## src/rtl/image_line_feeder.sv

```systemverilog
// Streams a frame from pixel memory to a line-buffer consumer: primes 4 lines, then one line per intr.
// Define IMAGE_FEEDER_BOTTOM_PAD_EN to append 2 zero-filled bottom pad lines before DRAIN.
module image_line_feeder #(
    parameter int IMG_W  = 512,
    parameter int IMG_H  = 512,
    parameter int ADDR_W = 18
) (
    input  logic              i_clk,
    input  logic              i_rst,
    input  logic              i_start,
    input  logic [ADDR_W-1:0] i_base_addr,
    input  logic              i_intr,
    output logic              o_mem_en,
    output logic [ADDR_W-1:0] o_mem_addr,
    input  logic [7:0]        i_mem_data,
    output logic [7:0]        o_pixel_data,
    output logic              o_data_valid,
    output logic              o_busy,
    output logic              o_done
);

    localparam int COL_W = $clog2(IMG_W);
    localparam int ROW_W = $clog2(IMG_H + 1);
    localparam logic [COL_W-1:0] COL_PENULT = COL_W'(IMG_W - 2);
    localparam logic [ROW_W-1:0] ROW_LAST   = ROW_W'(IMG_H - 1);
    localparam logic [ROW_W-1:0] PRIME_LAST = ROW_W'(3);

    typedef enum logic [2:0] {IDLE, PRIME, WAIT_INTR, LINE, PAD, DRAIN} state_t;

    state_t            state_q;
    logic [ROW_W-1:0]  row_q;
    logic [COL_W-1:0]  col_q;
    logic [1:0]        pend_q, pend_d;
    logic              mem_en_q, pad_q;
    logic [ADDR_W-1:0] mem_addr_q;
    logic              vld1_q, zero1_q, valid_q;
    logic [7:0]        pixel_q;
    logic              busy_q, done_q;
    logic              row_last, line_start, intr_ok, pad_left;

`ifdef IMAGE_FEEDER_BOTTOM_PAD_EN
    logic [1:0] pad_cnt_q;
    assign pad_left = (pad_cnt_q != 2'd2);

    always_ff @(posedge i_clk) begin
        if (i_rst || state_q == IDLE)
            pad_cnt_q <= 2'd0;
        else if (state_q == PAD && col_q == COL_PENULT)
            pad_cnt_q <= pad_cnt_q + 2'd1;
    end
`else
    assign pad_left = 1'b0;
`endif

    // row_q/col_q always hold the coordinates of the most recently issued read (or pad pixel).
    always_comb begin
        // NOTE: every always_comb output gets a default first so no latch is inferred.
        row_last   = (row_q == ROW_LAST);
        line_start = (state_q == WAIT_INTR) && (pend_q != 2'd0) && (!row_last || pad_left);
        intr_ok    = i_intr && (state_q != IDLE) && (state_q != DRAIN);
        pend_d     = pend_q;
        if (intr_ok && !line_start)
            pend_d = (pend_q == 2'd3) ? 2'd3 : pend_q + 2'd1;
        else if (!intr_ok && line_start)
            pend_d = pend_q - 2'd1;
    end

    // NOTE: sequential state uses non-blocking assignments only; later assignments in the block win.
    always_ff @(posedge i_clk) begin
        if (i_rst) begin
            state_q    <= IDLE;
            row_q      <= '0;
            col_q      <= '0;
            pend_q     <= 2'd0;
            mem_en_q   <= 1'b0;
            pad_q      <= 1'b0;
            mem_addr_q <= '0;
            vld1_q     <= 1'b0;
            zero1_q    <= 1'b0;
            valid_q    <= 1'b0;
            pixel_q    <= 8'h00;
            busy_q     <= 1'b0;
            done_q     <= 1'b0;
        end else begin
            pend_q   <= pend_d;
            done_q   <= 1'b0;
            mem_en_q <= 1'b0;
            pad_q    <= 1'b0;
            // Two-stage return path: memory latency, then the output register.
            vld1_q   <= mem_en_q | pad_q;
            zero1_q  <= pad_q;
            valid_q  <= vld1_q;
            pixel_q  <= (vld1_q && !zero1_q) ? i_mem_data : 8'h00;

            case (state_q)
                IDLE: begin
                    if (i_start) begin
                        state_q    <= PRIME;
                        busy_q     <= 1'b1;
                        mem_en_q   <= 1'b1;
                        mem_addr_q <= i_base_addr;
                        row_q      <= '0;
                        col_q      <= '0;
                        pend_q     <= 2'd0;
                    end
                end
                PRIME: begin
                    mem_en_q   <= 1'b1;
                    mem_addr_q <= mem_addr_q + ADDR_W'(1);
                    col_q      <= col_q + COL_W'(1);
                    if (col_q == COL_W'(IMG_W - 1))
                        row_q <= row_q + ROW_W'(1);
                    if (row_q == PRIME_LAST && col_q == COL_PENULT)
                        state_q <= WAIT_INTR;
                end
                WAIT_INTR: begin
                    // The first read of the next line issues here so consecutive lines abut.
                    if (line_start) begin
                        col_q <= '0;
                        if (!row_last) begin
                            state_q    <= LINE;
                            mem_en_q   <= 1'b1;
                            mem_addr_q <= mem_addr_q + ADDR_W'(1);
                            row_q      <= row_q + ROW_W'(1);
                        end else begin
                            state_q <= PAD;
                            pad_q   <= 1'b1;
                        end
                    end else if (row_last && !pad_left) begin
                        state_q <= DRAIN;
                    end
                end
                LINE: begin
                    mem_en_q   <= 1'b1;
                    mem_addr_q <= mem_addr_q + ADDR_W'(1);
                    col_q      <= col_q + COL_W'(1);
                    if (col_q == COL_PENULT)
                        state_q <= WAIT_INTR;
                end
                PAD: begin
                    pad_q <= 1'b1;
                    col_q <= col_q + COL_W'(1);
                    if (col_q == COL_PENULT)
                        state_q <= WAIT_INTR;
                end
                DRAIN: begin
                    if (!mem_en_q && !vld1_q && !valid_q) begin
                        done_q  <= 1'b1;
                        busy_q  <= 1'b0;
                        state_q <= IDLE;
                    end
                end
                default: state_q <= IDLE;
            endcase
        end
    end

    assign o_mem_en     = mem_en_q;
    assign o_mem_addr   = mem_addr_q;
    assign o_pixel_data = pixel_q;
    assign o_data_valid = valid_q;
    assign o_busy       = busy_q;
    assign o_done       = done_q;

endmodule

```

## config.mk

```make
export PLATFORM = sky130hd
export DESIGN_NAME = image_line_feeder
export DESIGN_NICKNAME = d
export VERILOG_FILES = /design/src/rtl/image_line_feeder.sv
export SDC_FILE = /design/constraint.sdc
export NUM_CORES = 1
export LEC_CHECK = 0
export CAP_MARGIN = 10
export CORE_ASPECT_RATIO = 0.75
export CORE_UTILIZATION = 47
export CTS_BUF_LIST = sky130_fd_sc_hd__clkbuf_4 sky130_fd_sc_hd__clkbuf_8
export DETAILED_ROUTE_END_ITERATION = 12
export PLACE_DENSITY = 0.86
export SLEW_MARGIN = 20
export SYNTH_ARGS = -nofsm -noshare
export SYNTH_HDL_FRONTEND = slang
export SYNTH_SLANG_ARGS = --single-unit
```

## constraint.sdc

```tcl
create_clock -name i_clk -period 2.7 [get_ports i_clk]
set_clock_uncertainty 0.2 [all_clocks]
set_input_delay 0.27 -clock i_clk [delete_from_list [all_inputs] [get_ports i_clk]]
set_output_delay 0.27 -clock i_clk [all_outputs]
set_load 0.05 [all_outputs]
```

==> results.cfg <==
[setup_path]
cp.required_ns = 2.77
max_stage_delay_ns = 0.52
crit_end = row_q[9]
cp_slowest_cell = or4_1
cp-end-kind = register
critical_path_arrival_ns = 2.59
r2r-end = row_q[9]
crit_start = col_q[0]
startpoint_type = register
r2r_slack_ns = 0.18
critPathKind = reg -> reg
path_cells = ha_1 > nand3_1 > nor2_1 > ha_1 > nor2_1 > o21ai_1 > nand3_2 > or4_1 > a21oi_1
rr_worst_depth = 9
path_max_fanout = 8
r2r-start = col_q[0]

[place]
placed_area_sq_mm = 0.003601
pre_cts_ws_ns = 0.1887
numPlacedInstances = 493
gp_congestion = 0.8488
dp_hpwl_um = 5095
io_buffers = 59

[route]
drc = 0
first_iter_violations = 291
dr.pass1.iters = 5
final_antenna_net_count = 0
avgRoutedWirePerCell_um = 14.75
wirelength_um = 7510
vias = 3012
vias_per_cell = 5.917

[clocking]
cts_buffer_depth = 2
clkLatencyLatePin_ns = 0.35
cts_tree = built
clk_pin_slew_ns = 0.07
cts-root-buf = clkbuf_8
clock_sinks = 57
cts_buffers = 9
htreeDepth = 3

[floorplan]
die_y_um = 70.40
die_x_um = 93.20
io_pins = 60
die_area_sq_mm = 0.006560
floorplan.initialDensity_pct = 49.56
rows = 24
core_area_sq_mm = 0.005916

[cells_and_area]
fillers = 460
finalInstanceArea_sq_mm = 0.003832
final_cells = 509
final_nets = 463
drive_gt1_share_pct = 8.121
diodes = 0
synthToLayoutAreaGrowth_pct = 30.73

[synthesis]
synth_cell_types = 57
yosysMostFrequentCell = dfxtp_1
syn_nets = 402
ys_top_cells_by_count = 57 x dfxtp_1, 40 x nor2_1, 39 x a21oi_1
synthCells = 365
ys_ff_latch = 57
synth_edf_count = 0
yosysSeqAreaShare_pct = 38.92
synth_area_per_cell_sq_um = 8.032
yosys_warnings = 0
synth_top_area_share_pct = 38.92
synth-async-reset-ratio_pct = 0
synth_area_leaders = dfxtp_1 39%, a21oi_1 6.7%, nor2_1 5.1%
synth_top_area_cell = dfxtp_1
syn-cell-area_sq_mm = 0.002932
ys.flop_type = dfxtp_1

[pwr]
powerDensity_mw_per_mm2 = 928.9
ir_drop_uv = 375.5
swShare_pct = 42.52
p_comb_share_pct = 43.6
leakage_uw = 0.001390
clock_power_share_pct = 25.3
seqPwrFrac_pct = 31.1
p_int_uw = 2046
p_sw_uw = 1514

[timing]
fin_setup_tns_ns = 0
fin_ws_ns = 0.1846
grt_setup_unrepaired = no
setup_violations = 0
report.final.slew_viol_count = 0
hold_viol = 0
max_freq_mhz = 397.6
slew_headroom_pct = 58.06
post-route-period-util_pct = 93.16
fin_crit_ns = 2.515
tightest_slew_ns = 0.6264

[hold_path]
hold_path_class = reg -> reg

[global_routing]
gr-total-overflow = 0
antenna_found_initial = 0
grt_pass1_vias = 2686
grtUsageTotal_pct = 23.98
grt_pass1_wl_um = 12430
grt_max_degree = 38

[run]
drv_cap = 0

[status]
status = complete, no violations
repair_timing:
| item | in CTS | in global routing |
|---|---|---|
| hold buffers | 0 | 0 |
| resized for setup | 0 | 2 |
| buffers inserted | 0 | 0 |
| setup endpoints to repair | 0 | 1 |
layout by cell type (no fill, tap or decap), types with 6 or more instances in the layout:
master            n
nand3_1          12
nand4_1           9
or3_1             6
and2_1           11
nor3_1           12
o21ai_0          21
nor2_1           40
nand2_1          32
nand2b_1          6
dfxtp_1          57
inv_1             6
a21oi_1          39
buf_4            10
or4_1             6
clkdlybuf4s50_1  59
a31oi_1           6
a211oi_1          6
ha_1              7
clkbuf_8          9
power by group through the flow:
stage | logic [uW] | clock network (uW) | registers, uW
finish | 1550 | 899 | 1110
global route | 1670 | 949 | 1130
CTS | 1530 | 911 | 1100
detailed placement | 1520 | 0 | 1120
global placement | 1480 | 0 | 1110
floorplan | 796 | 0 | 1410
critical path: cells and delay by family, from the launching register on:
family / cells / cell delay, ns
and+or+nand+nor: 5 / 1.09
AOI/OAI and AO/OA: 2 / 0.40
DFF: 1 / 0.39
adders and majority gates: 2 / 0.37
per-layer routing:
layer,GRT usage (%),vias up,routed length [um]
met4,8.034,0,86
li1,-,1471,-
met5,0,-,0
met1,31.41,1395,3415
met3,7.298,14,549
met2,37.42,132,3459
cell families (layout without fill, tap and decap cells):
family | Yosys count | in the layout | synth area share (%)
buf+inv | 25 | 91 | 4.097
simple gates | 160 | 160 | 27.96
compound gates | 110 | 110 | 24.20
fa+ha+maj | 7 | 7 | 2.987
flops | 57 | 57 | 38.92
xor+xnor | 5 | 5 | 1.494
mux | 1 | 1 | 0.3415
through the flow:
| stage | hold slack (ns) | total power [uW] | utilization (%) |
|---|---|---|---|
| after detailed placement | 0.2627 | 2639 | 60.87 |
| after floorplan | 0.1491 | 2206 | - |
| final | 0.2725 | 3560 | 64.78 |
| after CTS | 0.2621 | 3548 | 64.70 |
| after global placement | 0.2330 | 2589 | 60.87 |
| after global routing | 0.2703 | 3747 | 64.78 |
final cells by class:
cell class	count	area, sq um	share of cell area [%]
Clock buffer	9	123.9	3.232
Clock inverter	7	102.6	2.677
Inverter	6	22.52	0.5877
Multi-Input combinational cell	283	1679	43.81
Sequential cell	57	1141	29.77
Tap cell	78	97.59	2.547
Timing Repair Buffer	69	665.6	17.37
sequential cells by signal, indices dropped and copies added (netlist names):
| signal | flops |
|---|---|
| state_q | 3 |
| o_pixel_data | 8 |
| o_mem_addr | 18 |
| o_done | 1 |
| o_data_valid | 1 |
| row_q | 10 |
| o_mem_en | 1 |
| pend_q | 2 |
| o_busy | 1 |
| pad_q | 1 |
| zero1_q | 1 |
| col_q | 9 |
| vld1_q | 1 |
worst min-delay path by stage:
stage | start | endpoint | slack, ns | depth (start not counted)
floorplan | i_rst | o_data_valid | 0.15 | 1
global placement | pad_q | vld1_q | 0.23 | 2
detailed placement | pad_q | vld1_q | 0.26 | 2
CTS | i_mem_data[7] | o_pixel_data[7] | 0.26 | 2
global route | i_mem_data[6] | o_pixel_data[6] | 0.27 | 2
finish | pad_q | vld1_q | 0.27 | 2
No activity file was read; power rests on OpenSTA's default activity.
